<file path="config.mk">
export PLATFORM = sky130hd
export DESIGN_NAME = stim_sequencer_flat
export DESIGN_NICKNAME = d
export VERILOG_FILES = /design/src/rtl/stim_sequencer_if.sv /design/src/rtl/stim_sequencer.sv /design/src/flat_wrapper.sv
export SDC_FILE = /design/constraint.sdc
export NUM_CORES = 1
export LEC_CHECK = 0
export ABC_CLOCK_PERIOD_IN_PS = 1600
export BUFFER_PORTS_ARGS = -buffer_cell sky130_fd_sc_hd__buf_2
export CORE_ASPECT_RATIO = 0.9
export CORE_MARGIN = 1
export CORE_UTILIZATION = 40
export CTS_CLUSTER_DIAMETER = 80
export DETAILED_ROUTE_END_ITERATION = 7
export SETUP_SLACK_MARGIN = 0.02
export SYNTH_ARGS = -nofsm -noshare
export SYNTH_HDL_FRONTEND = slang
export SYNTH_SLANG_ARGS = --single-unit
</file>
<file path="constraint.sdc">
create_clock -name clk -period 1.6 [get_ports clk]
set_input_delay 0.24 -clock clk [delete_from_list [all_inputs] [get_ports clk]]
set_output_delay 0.24 -clock clk [all_outputs]
set_load 0.1 [all_outputs]
</file>
<file path="src/rtl/stim_sequencer_if.sv">
// stim_sequencer_if: handshake, drive and capture signals between a sweep controller and stim_sequencer.
// ones_cnt exists only when STIM_ONES_COUNT_EN is defined.
interface stim_sequencer_if #(parameter int WIDTH = 3);
  logic start;
  logic pause;
  logic gray;
  logic y_in;
  logic [WIDTH-1:0] x;
  logic busy;
  logic done;
  logic [2**WIDTH-1:0] tt;
`ifdef STIM_ONES_COUNT_EN
  logic [WIDTH:0] ones_cnt;
  modport master(output start, pause, gray, y_in, input x, busy, done, tt, ones_cnt);
  modport slave(input start, pause, gray, y_in, output x, busy, done, tt, ones_cnt);
`else
  modport master(output start, pause, gray, y_in, input x, busy, done, tt);
  modport slave(input start, pause, gray, y_in, output x, busy, done, tt);
`endif
endinterface

</file>
<file path="src/rtl/stim_sequencer.sv">
// stim_sequencer: clocked binary/Gray sweep of x with per-code hold and truth-table capture of y_in.
// Optional STIM_ONES_COUNT_EN adds ones_cnt, the number of 1 samples in the sweep.
module stim_sequencer #(
  parameter int WIDTH = 3,
  parameter int HOLD  = 20
) (
  input logic clk,
  input logic rst,
  stim_sequencer_if.slave s
);
  localparam int N  = 2**WIDTH;
  localparam int HW = $clog2(HOLD);
  typedef enum logic [1:0] {IDLE, DRIVE, DONE} state_t;
  state_t state, nxt;
  logic [WIDTH-1:0] idx;
  logic [HW-1:0] hold_cnt;
  logic gray_q;
  logic fire;
  logic term;
  function automatic logic [WIDTH-1:0] code(input logic [WIDTH-1:0] i, input logic g);
    return g ? i ^ (i >> 1) : i;
  endfunction
  assign fire = state == DRIVE && !s.pause && hold_cnt == HW'(HOLD - 1);
  assign term = idx == WIDTH'(N - 1);
  always_ff @(posedge clk or posedge rst)
    if (rst) state <= IDLE;
    else state <= nxt;
  always_comb begin
    nxt = state;
    s.busy = state == DRIVE;
    s.done = state == DONE;
    nxt = state == IDLE ? (s.start ? DRIVE : IDLE) :
          state == DRIVE ? (fire && term ? DONE : DRIVE) : IDLE;
  end
  // x is registered so source sees a clean, edge-aligned code for the whole hold window
  always_ff @(posedge clk or posedge rst)
    if (rst) begin
      idx <= '0;
      hold_cnt <= '0;
      gray_q <= 1'b0;
      s.x <= '0;
      s.tt <= '0;
`ifdef STIM_ONES_COUNT_EN
      s.ones_cnt <= '0;
`endif
    end else if (state == IDLE && s.start) begin
      idx <= '0;
      hold_cnt <= '0;
      gray_q <= s.gray;
      s.x <= '0;
      s.tt <= '0;
`ifdef STIM_ONES_COUNT_EN
      s.ones_cnt <= '0;
`endif
    end else if (fire) begin
      s.tt[code(idx, gray_q)] <= s.y_in;
`ifdef STIM_ONES_COUNT_EN
      s.ones_cnt <= s.ones_cnt + (WIDTH+1)'(s.y_in);
`endif
      if (term) s.x <= '0;
      else begin
        idx <= idx + 1'b1;
        hold_cnt <= '0;
        s.x <= code(idx + 1'b1, gray_q);
      end
    end else if (state == DRIVE && !s.pause) hold_cnt <= hold_cnt + 1'b1;
endmodule

</file>
<file path="src/flat_wrapper.sv">
// flat-port wrapper written by rule: the top's interface ports become plain ports
module stim_sequencer_flat 
#(
  parameter int WIDTH = 3,
  parameter int HOLD  = 20
)
  (clk, rst, s_start, s_pause, s_gray, s_y_in, s_x, s_busy, s_done, s_tt);
  stim_sequencer_if #(.WIDTH(WIDTH)) s_i ();
  input logic clk;
  input logic rst;
  input wire logic [$bits(s_i.start)-1:0] s_start;
  input wire logic [$bits(s_i.pause)-1:0] s_pause;
  input wire logic [$bits(s_i.gray)-1:0] s_gray;
  input wire logic [$bits(s_i.y_in)-1:0] s_y_in;
  output wire logic [$bits(s_i.x)-1:0] s_x;
  output wire logic [$bits(s_i.busy)-1:0] s_busy;
  output wire logic [$bits(s_i.done)-1:0] s_done;
  output wire logic [$bits(s_i.tt)-1:0] s_tt;
  assign s_i.start = s_start;
  assign s_i.pause = s_pause;
  assign s_i.gray = s_gray;
  assign s_i.y_in = s_y_in;
  assign s_x = s_i.x;
  assign s_busy = s_i.busy;
  assign s_done = s_i.done;
  assign s_tt = s_i.tt;
  stim_sequencer #(.WIDTH(WIDTH), .HOLD(HOLD)) u_core (.clk(clk), .rst(rst), .s(s_i));
endmodule
</file>
# Yosys cells after proc, flatten, opt, wreduce, memory -nomap -nowiden

Index checks and enable logic that the tools add are counted.
Widths: inputs -> output; s select.

Order comparisons: 2
Equal/unequal tests: 6
Add/sub/neg operators: 2
Multiplexer cells: 21
Bitwise operators: 2
Reduce and logical (&&, ||, !) cells: 11

Operators with widths:

| cell                | count |
|---|---|
| $mux 3              | 8 |
| $mux 5              | 4 |
| $mux 8              | 2 |
| $bwmux 8            | 1 |
| $mux 2              | 3 |
| $xor 3x2->3         | 2 |
| $add 5x1->5 const B | 1 |
| $eq 5x5->1 const B  | 1 |
| $logic_and 1x1->1   | 5 |
| $lt 3x4->1 const B  | 1 |
| $reduce_and 2->1    | 2 |
| $add 3x1->3 const B | 1 |
| $demux 1 s3         | 1 |
| $eq 3x3->1 const B  | 1 |
| $ge 3x1->1 const B  | 1 |
| $ne 3x3->1 const B  | 1 |
| $reduce_bool 3->1   | 1 |
| $eq 2x1->1 const B  | 1 |
| $eq 2x2->1 const B  | 1 |
| $logic_not 2->1     | 1 |
| $mux 1              | 2 |
| $ne 2x2->1 const B  | 1 |
| $reduce_bool 2->1   | 1 |
| $logic_not 1->1     | 1 |

Register bits: 22
Bits of input ports: 6
Logic and storage cells: 50
Output and inout bits: 13

# Longest topological paths before layout

Gate-level depths: netlist of run 1.

Depth in word-level cells: 9
Gate-level depth with buffers: 5

# Worst setup path before layout of run 1

Ideal clock, no wire load.

Path type: register to register
Start point: register u_core.state[1]
End point: register u_core.state[0]
Setup time: 0.073 ns
Slack: -0.577 ns
Path buffers: 0
Stages on the path, launching flop included: 4
Arrival time: 2.103 ns
Clock period less this slack: 2.177 ns
Path through: dfrtp_1 nor2b_1 o31ai_1 nand2_1

Longest elaborated chain between the ends: 7
Elaborated cells on any way between the ends: 8
Those cells by class: eq/ne: 1; mux: 3; reduce/logical: 4

RTL lines:

| element                        | RTL line             | source |
|---|---|---|
| start: declaration             | stim_sequencer.sv:14 | `state_t state, nxt;` |
| start signal: assignment       | stim_sequencer.sv:27 | `else state <= nxt;` |
| $eq 2x1->1 (*)                 | -                    |  |
| via s_busy                     | flat_wrapper.sv:16   | `output wire logic [$bits(s_i.busy)-1:0] s_busy;` |
| $logic_and 1x1->1 (2 in a row) | stim_sequencer.sv:23 | `assign fire = state == DRIVE && !s.pause && hold_cnt == HW'(HOLD - 1);` |
| $logic_and 1x1->1              | stim_sequencer.sv:33 | `state == DRIVE ? (fire && term ? DONE : DRIVE) : IDLE;` |
| $mux 2                         | stim_sequencer.sv:33 |  |
| $mux 2 (*)                     | stim_sequencer.sv:33 |  |
| $mux 2 (*)                     | stim_sequencer.sv:32 | `nxt = state == IDLE ? (s.start ? DRIVE : IDLE) :` |
| via u_core.nxt[0]              | stim_sequencer.sv:14 |  |

The timed path passes the listed nets; every way through them passes the cells marked *.
A chain may end at the register's enable or synchronous reset.

# Worst setup path in the final report of run 1

Start point: register u_core.hold_cnt[1]
End point: register u_core.s.x[1]

Longest elaborated chain between the ends: 3

RTL lines:

| element                     | RTL line                | source |
|---|---|---|
| start: declaration          | stim_sequencer.sv:16    | `logic [HW-1:0] hold_cnt;` |
| start signal: assignment    | stim_sequencer.sv:66    | `end else if (state == DRIVE && !s.pause) hold_cnt <= hold_cnt + 1'b1;` |
| $eq 5x5->1                  | stim_sequencer.sv:23    |  |
| $logic_and 1x1->1           | stim_sequencer.sv:23    |  |
| $reduce_bool 2->1 (no line) | -                       |  |
| end signal: assignment      | stim_sequencer.sv:64    | `s.x <= code(idx + 1'b1, gray_q);` |
| end: declaration            | stim_sequencer_if.sv:18 | `modport slave(input start, pause, gray, y_in, output x, busy, done, tt);` |

No other way between the ends.

==> results of run 1 <==
==> metrics by stage <==
| step | total power, mW | util, % | hold slack, ns | cell area, µm² |
|---|---|---|---|---|
| 5_1_grt | 1.45 | 52.8 | 0.132 | 1460 |
| 3_3_place_gp | 1.09 | 51.1 | 0.286 | 1420 |
| 2_1_floorplan | 0.979 | - | 0.229 | 1180 |
| 4_1_cts | 1.36 | 52.3 | 0.134 | 1450 |
| 6_report | 1.38 | 52.8 | 0.136 | 1460 |
| 3_5_place_dp | 1.11 | 51.1 | 0.290 | 1420 |
==> per-layer routing <==
metal / GRT usage, % / wire length, µm
met4: 5.95 / 10
met5: 0 / 0
met2: 30.3 / 1180
met1: 21.6 / 1240
met3: 2.20 / 66
==> registers in the layout (all words and copies together), names as in the netlist <==
name and count:
u_core.s.tt 8, u_core.state 2, u_core.s.x 3, u_core.hold_cnt 5, u_core.idx 3, u_core.gray_q 1
==> Yosys cell counts, types with 3 or more instances <==
library cell | count | area [µm²]
nand2_1 | 21 | 78.8
nand4_1 | 10 | 62.6
ha_1 | 3 | 37.5
mux2i_1 | 11 | 110
nand3_1 | 4 | 20.0
dfrtp_1 | 22 | 551
o21ai_0 | 3 | 15.0
buf_2 | 4 | 20.0
==> critical path, cell delays in order, from the launching register on <==
cell	delay, ns
dfrtp_1	0.40
ha_1	0.23
and4bb_4	0.35
nand2_1	0.14
a32o_1	0.28
==> cell families after synthesis <==
group / count (synthesis)
mux: 12
flops: 22
fa+ha+maj: 3
buf+inv: 8
xor+xnor: 3
simple gates: 50
compound gates: 15
==> worst max path at each step <==
stage	startpoint	endpoint
after floorplan	u_core.state[1]$_DFF_PP0_	u_core.hold_cnt[3]$_DFFE_PP0P_
final	u_core.hold_cnt[1]$_DFFE_PP0P_	u_core.s.x[1]$_DFFE_PP0P_
after global routing	u_core.hold_cnt[1]$_DFFE_PP0P_	u_core.s.x[0]$_DFFE_PP0P_
after global placement	u_core.state[1]$_DFF_PP0_	u_core.hold_cnt[3]$_DFFE_PP0P_
after detailed placement	u_core.hold_cnt[1]$_DFFE_PP0P_	u_core.s.x[1]$_DFFE_PP0P_
after CTS	u_core.hold_cnt[1]$_DFFE_PP0P_	u_core.s.x[1]$_DFFE_PP0P_
==> layout make-up <==
type                       count  area share [%]
clock buffer                   3            1.54
inverter                       2           0.513
multi-input combinational     83            41.4
sequential                    22            37.6
tap                           40            3.42
timing repair buffer          32            15.6
==> where the power goes <==
group          leakage [nW]  switching (mW)  internal (mW)
Sequential            0.295          0.0876          0.625
Clock                0.0138           0.164         0.0878
Combinational         0.428           0.224          0.192
==> timing repair <==
| item | in CTS | in global routing |
|---|---|---|
| resized for setup | 0 | 4 |
| hold endpoints to repair | 22 | 0 |
| hold buffers | 1 | 0 |
| setup buffers | 0 | 0 |
| endpoints found under the setup margin | 0 | 11 |
==> flow_summary.ini, run 1 <==
[critical_path]
arrival_ns = 1.70
ff2ff_path_depth = 4
rr_endpoint = u_core.s.x[1]$_DFFE_PP0P_
crit_path_start_kind = flop
worstPathMaxFanout = 14
r2r-start = u_core.hold_cnt[1]$_DFFE_PP0P_
critPathKind = flop to flop
worst_setup_path_end_kind = flop
worstPathRequired_ns = 1.80
r2r_setup_slack_ns = 0.1

[logic_synthesis]
async_flop_share_pct = 100
synth_cell_types = 33
netlist_instances = 113
synthesis.area_um2 = 1170
ys_seq_area_share_pct = 47.1
synth_mux_area_share_pct = 10.4
synth_area_per_cell_um2 = 10.3
synth-seq-cells = 22
synth_edf_count = 0
synthXorXnorAreaFrac_pct = 2.25
synth_ff_type = dfrtp_1
synth_fa_ha_area_share_pct = 3.21
yosys_warnings = 0
synth_compound_area_share_pct = 9.31
synthSimpleGateAreaFrac_pct = 24.7
synth_nets = 122
synth_top_family_by_area = simple AND/OR/NAND/NOR gates

[route]
routed-via-count = 951
ant_nets = 0
totalWireLength_um = 2490
drtIter0Drc = 29
firstDrtPassIters = 4
avgRoutedWirePerCell_um = 13.7
drc = 0
routed_via_density = 5.23

[timing]
rsz0062_at_grt = false
setup_viol = 0
fmax_mhz = 666
tightest_slew_ns = 0.491
tns_ns = 0
setup_ws_ns = 0.0994
fin_skew_ns = 0.00186
drv_slew = 0
period_share_pct = 93.8
hold_viol_final = 0
period_needed_ns = 1.50
relSlewSlack_pct = 67.5

[finish]
fillers = 271
final_nets = 153
layout_commonest_cell = dfrtp_1
n_antenna_cell = 0
area_delta_synth_final_pct = 25.3
final_cell_mix = 22 x dfrtp_1, 21 x nand2_1, 16 x buf_2
multi_input_area_um2 = 606
instances_no_fill = 182
drive_above_1_share_pct = 30.3
regArea_um2 = 551

[cts]
clk_pin_slew_ns = 0.12
htree_levels = 1
root_buffer = clkbuf_4
cts_buffers = 3
clock_sinks = 22
cts_tree = yes
clockBufferDepth = 2
clkLatencyLatePin_ns = 0.30

[die]
boundaryPins = 19
die_w_um = 59.0
die-area_um2 = 3140
row_count = 18
die_h_um = 53.3
core_region_area_um2 = 2770
initial_utilization_pct = 42.2

[global_route]
antenna_found_initial = 0
grt_pass1_vias = 904
grt_max_degree = 23
grt_pass1_wl_um = 4030
grt_overflow = 0
grt.total_usage_pct = 17.2

[status]
status = finished clean

[placed_design]
port_buffers = 18
numPlacedInstances = 178
dp_hpwl_um = 1800
place_congestion = 0.800
pre_cts_slack_ns = 0.0744

[run]
cap_viol_max_count = 0

[power_and_ir_drop]
p_leak_nw = 0.737
pwr_density_cell_nw_per_um2 = 943
peakVddDrop_v = 0.000401

[worst_hold_path]
holdPathStages = 3
worst_hold_path.endpoint = u_core.gray_q$_DFFE_PP0P_
min_from = s_gray
min_path_type = primary input to flop
Power figures use the tool's default switching activity.
==> run 2, diff against run 1 <==
- BUFFER_PORTS_ARGS: -buffer_cell sky130_fd_sc_hd__buf_2 -> not set
- DONT_BUFFER_PORTS: not set -> 1
==> run 2 against run 1 <==
Effect of this change:
- fmax shrank 2.9%
- critical path depth is 1 lower
- worst hold slack got worse by 0.11 ns
- design area fell by 3.8%
- sequential power grew 3.4%
- register-to-register slack improved by 0.02 ns
- critical endpoint is now s_busy
- worst setup slack got worse by 0.044 ns
- count of clock-buffer cells in the layout increased by 1
- highest routed layer unchanged
- combinational power down 14%
- clock skew shrank 0.00084 ns
- flip-flop and latch count did not move
- routed wire length rose by 7.5%
==> flow_summary.ini, run 2 (synthesis gave the netlist of run 1 again) <==
[status]
status = finished clean

[finish]
final_nets = 139
final_cell_mix = 22 x dfrtp_1, 20 x nand2_1, 14 x buf_4
drive_above_1_share_pct = 26.4
area_delta_synth_final_pct = 20.6
multi_input_area_um2 = 616
regArea_um2 = 551
layout_commonest_cell = dfrtp_1
largest_reg_flops = 8
instances_no_fill = 169
utilization_pct = 50.9
largest_registers = u_core.s.tt: 8 flops, u_core.hold_cnt: 5 flops
n_antenna_cell = 0
fillers = 266
regMostFlops = u_core.s.tt

[cts]
clockBufferDepth = 2
clkLatencyLatePin_ns = 0.31
clk_pin_slew_ns = 0.12
clock_sinks = 22
cts_buffers = 3
htree_levels = 1
cts_tree = yes
root_buffer = clkbuf_4

[global_route]
grt.total_usage_pct = 18.8
grt_overflow = 0
grt_pass1_wl_um = 4250
grt_max_degree = 23
grt_pass1_vias = 928
antenna_found_initial = 0

[placed_design]
dp_hpwl_um = 1870
place_congestion = 0.796
port_buffers = 0
numPlacedInstances = 163

[critical_path]
worstPathRequired_ns = 1.36
arrival_ns = 1.30
crit_path_start_kind = flop
critPathKind = flop to output port
worstPathMaxFanout = 5
worst_setup_path_end_kind = output port

[die]
die_w_um = 59.0
die-area_um2 = 3140
core_region_area_um2 = 2770
die_h_um = 53.3
row_count = 18
boundaryPins = 19
initial_utilization_pct = 42.2

[route]
drc = 0
firstDrtPassIters = 4
ant_nets = 0
avgRoutedWirePerCell_um = 15.9
routed-via-count = 943
routed_via_density = 5.58
drtIter0Drc = 29
totalWireLength_um = 2680

[timing]
hold_viol_final = 0
tns_ns = 0
fin_skew_ns = 0.00103
period_needed_ns = 1.54
relSlewSlack_pct = 39.4
tightest_slew_ns = 0.909
rsz0062_at_grt = true
setup_viol = 0
period_share_pct = 96.6
drv_slew = 0
fmax_mhz = 647

[power_and_ir_drop]
p_leak_nw = 0.666
pwr_density_cell_nw_per_um2 = 997
peakVddDrop_v = 0.000506

[worst_hold_path]
min_path_type = primary input to flop

[run]
cap_viol_max_count = 0
run 2: changes by cell type in the layout (fill, tap and decap cells not counted), moves of 2 or more:
cell	delta
buf_12	-2
buf_2	-16
buf_6	+3
ha_1	-2
ha_2	+2
run 2: report_power, final:
group          switching, mW  internal (mW)  total, mW  leakage [nW]
logic                  0.191          0.166      0.357         0.350
clock network          0.171          0.139      0.310        0.0210
registers              0.112          0.625      0.737         0.295
run 2: path summary, 6_finish.rpt:
kind                                                     start                             end  slack (ns)  depth (start not counted)
worst max register to register       u_core.idx[0]$_DFFE_PP0P_      u_core.s.tt[3]$_DFFE_PP0P_        0.12                          4
worst min register to register  u_core.hold_cnt[0]$_DFFE_PP0P_  u_core.hold_cnt[0]$_DFFE_PP0P_        0.54                          1
max in group asynchronous                                  rst      u_core.s.tt[3]$_DFFE_PP0P_        0.98                          3
min in group asynchronous                                  rst      u_core.s.tt[2]$_DFFE_PP0P_        0.39                          3
worst min-delay path                                    s_gray       u_core.gray_q$_DFFE_PP0P_        0.03                          2
worst max-delay path                 u_core.state[1]$_DFF_PP0_                          s_busy        0.06                          3
run 2: through the flow:
step	total power [mW]	instance area (µm²)	hold WS [ns]	setup slack, ns
after CTS	1.38	1370	0.0246	0.0292
after detailed placement	1.07	1320	0.191	0.0616
after global routing	1.48	1410	0.0345	0.00251
after floorplan	0.979	1180	0.229	0.0995
after global placement	1.05	1320	0.188	0.122
final	1.40	1410	0.0281	0.0550
run 2: layout make-up:
class | count | share of cell area (%)
clock buffers | 4 | 2.58
well taps | 40 | 3.55
multi-input cells | 83 | 43.7
inverters | 2 | 0.533
repair buffers | 18 | 10.6
flip-flops and latches | 22 | 39.1
run 2: timing repair:
action,in CTS,in global routing
hold endpoints to repair,22,0
resized for setup,0,11
setup endpoints to repair,0,13
hold buffers,1,0
buffers inserted,0,1
run 2: worst max-delay path: stages (launching register included):
cell,delay [ns]
dfrtp_1,0.46
buf_4,0.18
nor2b_4,0.13
buf_6,0.23
run 2: metal layers:
layer  vias up  part of all wire, %  track usage, %  wire (µm)
met3         4                  4.9            6.36        132
met5         -                    0               0          0
met2        25                   49            29.7       1320
met1       462                   45            23.9       1200
li1        452                    -               -          -
met4         0                  1.0            6.75         28
